==> config.mk <==
export PLATFORM = sky130hd
export DESIGN_NAME = pipeline_spi_command_master
export DESIGN_NICKNAME = d
export VERILOG_FILES = /design/src/rtl/pipeline_spi_command_master.sv
export SDC_FILE = /design/constraint.sdc
export NUM_CORES = 1
export LEC_CHECK = 0
export BUFFER_PORTS_ARGS = -buffer_cell sky130_fd_sc_hd__buf_2
export CORE_ASPECT_RATIO = 0.6
export CORE_MARGIN = 4
export CORE_UTILIZATION = 57
export CTS_CLUSTER_DIAMETER = 150
export DETAILED_ROUTE_END_ITERATION = 10
export PLACE_DENSITY = 0.84
export SLEW_MARGIN = 10
export SYNTH_ARGS = -nofsm -noshare
export SYNTH_HDL_FRONTEND = slang
export SYNTH_SLANG_ARGS = --single-unit
==> constraint.sdc <==
create_clock -name clk -period 2.5 [get_ports clk]
set_input_delay 0.375 -clock clk [delete_from_list [all_inputs] [get_ports clk]]
set_output_delay 0.375 -clock clk [all_outputs]
set_load 0.01 [all_outputs]
==> src/rtl/pipeline_spi_command_master.sv <==
// pipeline_spi_command_master: frames one command (opcode + 0/1/2 arg bytes) per mode-0 SPI slave-select window, capturing MISO bytes.
// Latency: SS falls the cycle after accept; SS low CLK_DIV*(1+16n) cycles, then GAP_CYCLES high, then one IDLE cycle.
// Backpressure: cmd_ready is high only in IDLE; a held cmd_valid waits until the next IDLE cycle.
//
// Ports:
//   clk, rst                     system clock, synchronous active-high reset
//   cmd_valid/cmd_ready          command handshake; cmd_opcode and cmd_arg are sampled only on it
//   busy                         high whenever not IDLE
//   rx_byte/rx_valid             last full MISO byte, with a one-cycle strobe when it updates
//   spi_sclk/spi_ss/spi_mosi     SPI master outputs (CPOL=0, CPHA=0, MSB first)
//   spi_miso                     SPI data in
module pipeline_spi_command_master #(
    parameter int CLK_DIV    = 4,
    parameter int GAP_CYCLES = 8
) (
    input  logic        clk,
    input  logic        rst,
    input  logic        cmd_valid,
    input  logic [7:0]  cmd_opcode,
    input  logic [15:0] cmd_arg,
    output logic        cmd_ready,
    output logic        busy,
    output logic [7:0]  rx_byte,
    output logic        rx_valid,
    output logic        spi_sclk,
    output logic        spi_ss,
    output logic        spi_mosi,
    input  logic        spi_miso
);
    localparam int DIV_W = $clog2(CLK_DIV + 1);
    localparam int GAP_W = $clog2(GAP_CYCLES + 1);
    localparam logic [DIV_W-1:0] DIV_LAST = DIV_W'(CLK_DIV - 1);
    localparam logic [GAP_W-1:0] GAP_LAST = GAP_W'(GAP_CYCLES - 1);

    typedef enum logic [1:0] {
        IDLE,
        LEAD,
        SHIFT,
        GAP
    } state_t;

    state_t state, state_nxt;

    logic [DIV_W-1:0] div_cnt;   // cycles spent in the current half-period
    logic [4:0]       bit_cnt;   // index of the bit being shifted, 0-based
    logic [4:0]       bit_last;  // 8*n - 1 for the latched command
    logic [GAP_W-1:0] gap_cnt;
    logic             sclk_hi;   // current SHIFT half-period is the high one
    logic [23:0]      tx_sr;     // MSB is on the wire
    logic [6:0]       rx_sr;     // the 7 most recent MISO samples

    logic half_done, last_bit, gap_done;

    assign half_done = (div_cnt == DIV_LAST);
    assign last_bit  = (bit_cnt == bit_last);
    assign gap_done  = (gap_cnt == GAP_LAST);

    // Frame length matches the decoder's framing; unknown opcodes use the 3-byte default.
    function automatic logic [4:0] last_bit_for(input logic [7:0] op);
        case (op)
            8'h00, 8'hFF:                      return 5'd7;
            8'h01, 8'h02, 8'h03, 8'h06, 8'h0B: return 5'd15;
            default:                           return 5'd23;
        endcase
    endfunction

    // Left-aligned so the shifter can always drain from bit 23.
    function automatic logic [23:0] frame_for(input logic [7:0] op, input logic [15:0] arg);
        case (last_bit_for(op))
            5'd7:    return {op, 16'h0000};
            5'd15:   return {op, arg[7:0], 8'h00};
            default: return {op, arg};
        endcase
    endfunction

    always_ff @(posedge clk) begin
        if (rst) begin
            state <= IDLE;
        end else begin
            state <= state_nxt;
        end
    end

    always_comb begin
        state_nxt = state;
        cmd_ready = 1'b0;
        busy      = 1'b1;
        spi_ss    = 1'b1;
        spi_sclk  = 1'b0;
        spi_mosi  = 1'b0;
        case (state)
            IDLE: begin
                cmd_ready = 1'b1;
                busy      = 1'b0;
                if (cmd_valid) begin
                    state_nxt = LEAD;
                end
            end
            LEAD: begin
                spi_ss   = 1'b0;
                spi_mosi = tx_sr[23];
                if (half_done) begin
                    state_nxt = SHIFT;
                end
            end
            SHIFT: begin
                spi_ss   = 1'b0;
                spi_sclk = sclk_hi;
                spi_mosi = tx_sr[23];
                if (half_done && !sclk_hi && last_bit) begin
                    state_nxt = GAP;
                end
            end
            GAP: begin
                if (gap_done) begin
                    state_nxt = IDLE;
                end
            end
            default: state_nxt = IDLE;
        endcase
    end

    always_ff @(posedge clk) begin
        if (rst) begin
            div_cnt  <= '0;
            bit_cnt  <= '0;
            bit_last <= '0;
            gap_cnt  <= '0;
            sclk_hi  <= 1'b0;
            tx_sr    <= '0;
            rx_sr    <= '0;
            rx_byte  <= '0;
            rx_valid <= 1'b0;
        end else begin
            rx_valid <= 1'b0;
            case (state)
                IDLE: begin
                    div_cnt <= '0;
                    bit_cnt <= '0;
                    gap_cnt <= '0;
                    sclk_hi <= 1'b0;
                    if (cmd_valid) begin
                        bit_last <= last_bit_for(cmd_opcode);
                        tx_sr    <= frame_for(cmd_opcode, cmd_arg);
                    end
                end
                LEAD: begin
                    if (half_done) begin
                        div_cnt <= '0;
                        sclk_hi <= 1'b1;
                    end else begin
                        div_cnt <= div_cnt + 1'b1;
                    end
                end
                SHIFT: begin
                    // Sample in the first cycle sclk is high; the byte is
                    // published together with its 8th sample.
                    if (sclk_hi && div_cnt == '0) begin
                        rx_sr <= {rx_sr[5:0], spi_miso};
                        if (bit_cnt[2:0] == 3'd7) begin
                            rx_byte  <= {rx_sr, spi_miso};
                            rx_valid <= 1'b1;
                        end
                    end
                    if (half_done) begin
                        div_cnt <= '0;
                        if (sclk_hi) begin
                            // MOSI moves on in the same cycle sclk falls.
                            sclk_hi <= 1'b0;
                            tx_sr   <= {tx_sr[22:0], 1'b0};
                        end else if (!last_bit) begin
                            sclk_hi <= 1'b1;
                            bit_cnt <= bit_cnt + 5'd1;
                        end
                    end else begin
                        div_cnt <= div_cnt + 1'b1;
                    end
                end
                GAP: begin
                    gap_cnt <= gap_cnt + 1'b1;
                end
                default: ;
            endcase
        end
    end
endmodule

[Word-level counts from Yosys, hierarchy flattened]
Index checks and enable logic that the tools add are counted.
Operators by class
  add/subtract/negate cells: 3
  $mul: 0
  div/mod/pow operators: 0
  order comparisons: 0
  equality and inequality tests: 23
  shift operators: 0
  muxes and demuxes: 32
  bitwise gates (word level): 2
  reductions and logical operators: 22
Operators with widths (number)
  two-way mux 24 bit: 3
  one-hot mux 24 bit (2 select lines): 1
  one-hot mux 16 bit (2 select lines): 1
  two-way mux 5 bit: 6
  one-hot mux 5 bit (2 select lines): 2
  equality test 8 x 2 -> 1 bit, second input constant: 2
  != test 2 bit, second input constant: 8
  AND reduction 4 bit: 3
  two-way mux 1 bit: 10
  equality test 8 x 1 -> 1 bit, second input constant: 1
  equality test 8 x 3 -> 1 bit, second input constant: 1
  equality test 8 x 4 -> 1 bit, second input constant: 1
  equality test 8 bit, second input constant: 1
  logical NOT 8 bit: 1
  two-way mux 2 bit: 4
  one-hot mux 2 bit (4 select lines): 1
  one-hot mux 4 bit (2 select lines): 1
  one-hot mux 3 bit (2 select lines): 1
  AND reduction 3 bit: 2
  nonzero test 2 bit: 3
  adder 5 x 1 -> 5 bit, second input constant: 1
  equality test 5 x 3 -> 1 bit, second input constant: 1
  equality test 5 x 4 -> 1 bit, second input constant: 1
  equality test 5 bit: 1
  other kinds (19): 25
Word-level totals
  bits in registers: 60
  latch bits: 0
  RAM bits: 0
  bits in read-only memories: 0
  input bits: 28
  output and inout port bits: 14
  logic and storage cells: 92
  memories kept: 0

[Longest topological paths before layout]
  word-level depth: 10
  gate-level depth with buffers: 8
  gate-level depth less buffers: 6

[Worst setup path after synthesis]
Ideal clock, no wire load.
  path type: reg2reg
  start point: reg state[0]
  end point: reg tx_sr[15]
  setup time: 0.128 ns
  arrival: 1.690 ns
  required time: 2.372 ns
  path slack: 0.682 ns
  stages on the path, launching flop included: 9
  buffers on the path: 2
  period minus slack after synthesis: 1.818 ns
  cell sequence: dfxtp_1 inv_1 ha_1 buf_4 nor2b_4 a211o_2 buf_2 a21oi_1 a311oi_1
Between the ends
  cells in the longest elaborated chain, start to end: 3
  elaborated cells on any way between the ends: 8
  classes of those cells: eq/ne (4); mux (1); reduce/logical (3)
Ends and longest elaborated chain
  start: declaration: line 42  | state_t state, state_nxt;
  start signal: assignment: line 80  | state <= state_nxt;
  equality test 2 bit / logical NOT 2 bit (equally long branches): line 136  | case (state)
  != test 2 bit (no source line) / nonzero test 2 bit (equally long branches)
  AND reduction 4 bit (no source line)
  end signal: assignment: line 144  | tx_sr <= frame_for(cmd_opcode, cmd_arg);
  end signal: assignment: line 170  | tx_sr <= {tx_sr[22:0], 1'b0};
  end: declaration: line 49  | logic [23:0] tx_sr;
Parallel ways exist; a longest one is shown, timed or not.
A chain may end at the register's enable or synchronous reset.

[Worst setup path after layout]
  start point: reg state[1]
  end point: out spi_ss
Between the ends
  cells in the longest elaborated chain, start to end: 3
  elaborated cells on any way between the ends: 4
  classes of those cells: eq/ne (2); mux (1); reduce/logical (1)
Ends and longest elaborated chain
  equality test 2 bit / equality test 2 x 1 -> 1 bit (equally long branches): line 91  | case (state)
  OR reduction 2 bit (no source line) *
  two-way mux 1 bit *: line 91
  end: declaration: line 26  | output logic spi_ss,
Every way passes the cells marked *; elsewhere a longest branch is shown, timed or not.

==> reports/results.ini <==
[status]
status=finished clean

[sta]
slew_viol_final=0
setup_viol=0
fin_tns_setup_ps=0
relSlewSlack_pct=48.9
worst_pin_slew_ps=766
fmax_mhz=470
rsz0062_at_grt=no
finalHoldViolCount=0
period_share_pct=85.2
timing.hold.ws_ps=303
period_needed_ps=2130
skew_ps=9.51

[min_path]
hp-class=in2reg

[clock_tree]
post_cts_resized=0
ctsHoldBuffers=0
cts_made_buffers=9
cts_tree=built
cts_setup_buffers=0
ctsHtreeMaxLevel=3
cts_buffer_depth=2
clock-sinks=58
root_buffer=clkbuf_8
cts.clk_slew.worst_paths_ps=60
clock_latency_ps=340

[power]
swShare_pct=40.1
power_density_mw_per_mm2=1110
seqPwrFrac_pct=32.7
power.leakage_nw=1.38
vdd_drop_max_v=0.000475
combPwrFrac_pct=44.1
p_clk_share_pct=23.2
switchingPower_w=0.00152
intPower_w=0.00226

[setup_path]
cp_cell_sequence=inv_1 -> ha_1 -> inv_1 -> buf_2
cp_data_required_time_ps=2120
slowest_stage=ha_1
cpLargestDelayFamily=adder cells
slowest_delay_ps=550
cp_max_fo=13
path_buf_inv=3
cp_common_cell=inv_1
arrival_ps=1750
critPathKind=reg2out
crit_path_end_kind=output port
cp-start-kind=flop

[yosys]
async_flop_share_pct=0
syn-num-nets=387
syn_avg_cell_area_um2=8.67
synth_top_area_share_pct=38.4
yosys-top-cells-area=dfxtp_1, a21oi_1, nand4_1, mux2i_1, nand2_1
syn_inst=349
seq_area_frac_synth_pct=38.4
synth-main-ff-cell=dfxtp_1
synth_edf_count=0
synth_top_area_cell=dfxtp_1
synth_cell_types=54
yosysWarnings=0
netlist_area_mm2=0.00303
synth-seq-cells=58

[global_route]
grt_pass1_vias=2444
grt.overflow.total=0
grt_max_degree=40
grt_util_all_layers_pct=22.0
grt_pass1_wl_um=11400
grt_antenna_before_repair=0

[floorplanning]
fp.coreArea_mm2=0.00510
die_h_um=64.4
io_pins=42
die_area_mm2=0.00658
start_util_pct=59.3
die_w_um=102
num_rows=20

[routing]
route.detailed.drc=0
wl_um=6680
num_vias=2703
drtPass1Iterations=5
drt_iter0_markers=146
routedWlPerCell_um=14.7
viasPerCell=5.95
ant_nets=0

[layout]
final_core_util_pct=66.9
drive_above_1_share_pct=21.6
n_antenna_cell=0
final_nets=421
areaGrowthSynthToFinish_pct=12.8

[placed_design]
gp_congestion=0.777
place_hpwl_um=4490
port_buffers=41

[job]
cap_violations=0

-- final timing paths --
path | startpoint | end | slack (ps) | cells after the start
worst min-delay path | spi_miso | rx_sr[0] | 300 | 3
worst min register to register | rx_byte[1] | rx_byte[1] | 450 | 2
worst max-delay path | state[1] | spi_ss | 370 | 4
worst max register to register | state[1] | tx_sr[16] | 370 | 7
-- sequential cells by signal, summed over array words and instances (netlist names) --
register and count:
tx_sr 24, rx_byte 8, rx_sr 7, bit_cnt 5
gap_cnt 4, bit_last 3, div_cnt 3, state 2
rx_valid 1, sclk_hi 1
-- layout make-up --
class	instances	area, µm²
timing repair buffer	48	258
tap	66	82.6
clock inverter	5	52.6
fill	426	1690
clock buffer	11	151
multi-input combinational	257	1680
inverter	9	33.8
sequential	58	1160
-- metal layers --
layer | GRT usage, % | wire length [µm]
met2 | 31.6 | 3010
met5 | 0 | 0
met3 | 6.02 | 458
met4 | 8.67 | 51
met1 | 31.2 | 3160
-- synth_stat cells, types with 6 or more instances --
cell,count
clkbuf_1,7
dfxtp_1,58
nand2b_1,7
inv_1,8
mux2i_1,16
a211oi_1,17
nand3_1,14
a21oi_1,43
nor2_1,31
a311oi_2,6
ha_1,10
nand4_1,27
buf_2,6
nand2_1,38
-- worst register-to-register path, cell delays in order, from the launching register on --
cell,delay (ps)
dfxtp_1,420
inv_1,120
ha_1,340
nor2b_4,210
a211oi_4,220
buf_4,350
nor2_1,100
a211oi_1,280
-- power groups by stage --
stage | combinational [W] | sequential (W) | clock [W]
floorplan | 0.00141 | 0.00122 | 0
global route | 0.00185 | 0.00126 | 0.000935
finish | 0.00167 | 0.00123 | 0.000876
global placement | 0.00158 | 0.00124 | 0
CTS | 0.00165 | 0.00123 | 0.000893
detailed placement | 0.00163 | 0.00125 | 0
-- cells in the final DEF, fill, tap and decap left out, types with 2 or more instances in the layout --
cell type,n
o211ai_1,2
nor2_2,2
dfxtp_1,58
nor3b_1,4
clkinv_2,3
o21ai_0,2
a311oi_2,6
ha_1,10
buf_2,41
inv_1,8
nor2b_1,2
a21oi_1,43
nor2_1,31
nand4_1,27
nand2_1,38
buf_4,7
clkbuf_8,11
and3_1,2
nand2b_1,7
nand3_1,14
mux2i_1,16
a21o_1,2
nand3b_1,4
xnor2_1,2
a211oi_1,17
-- cell families (layout without fill, tap and decap cells) --
| kind of cell | after synthesis | in the layout | synth area share (%) |
|---|---|---|---|
| compound gates | 84 | 84 | 19.6 |
| xor+xnor | 2 | 2 | 0.579 |
| fa+ha+maj | 10 | 10 | 4.13 |
| buf+inv | 34 | 73 | 6.28 |
| flops | 58 | 58 | 38.4 |
| mux | 16 | 16 | 5.29 |
| simple gates | 145 | 145 | 25.7 |
-- through the flow --
stage                     setup WS [ps]  total power, W  cells  cell area [µm²]
after global routing                242         0.00404    454             3410
after CTS                           363         0.00378    454             3410
final                               370         0.00378    454             3410
after detailed placement            472         0.00288    438             3210
after global placement              521         0.00282    438             3210
after floorplan                     682         0.00263    349             3030
Power figures use the tool's default switching activity.
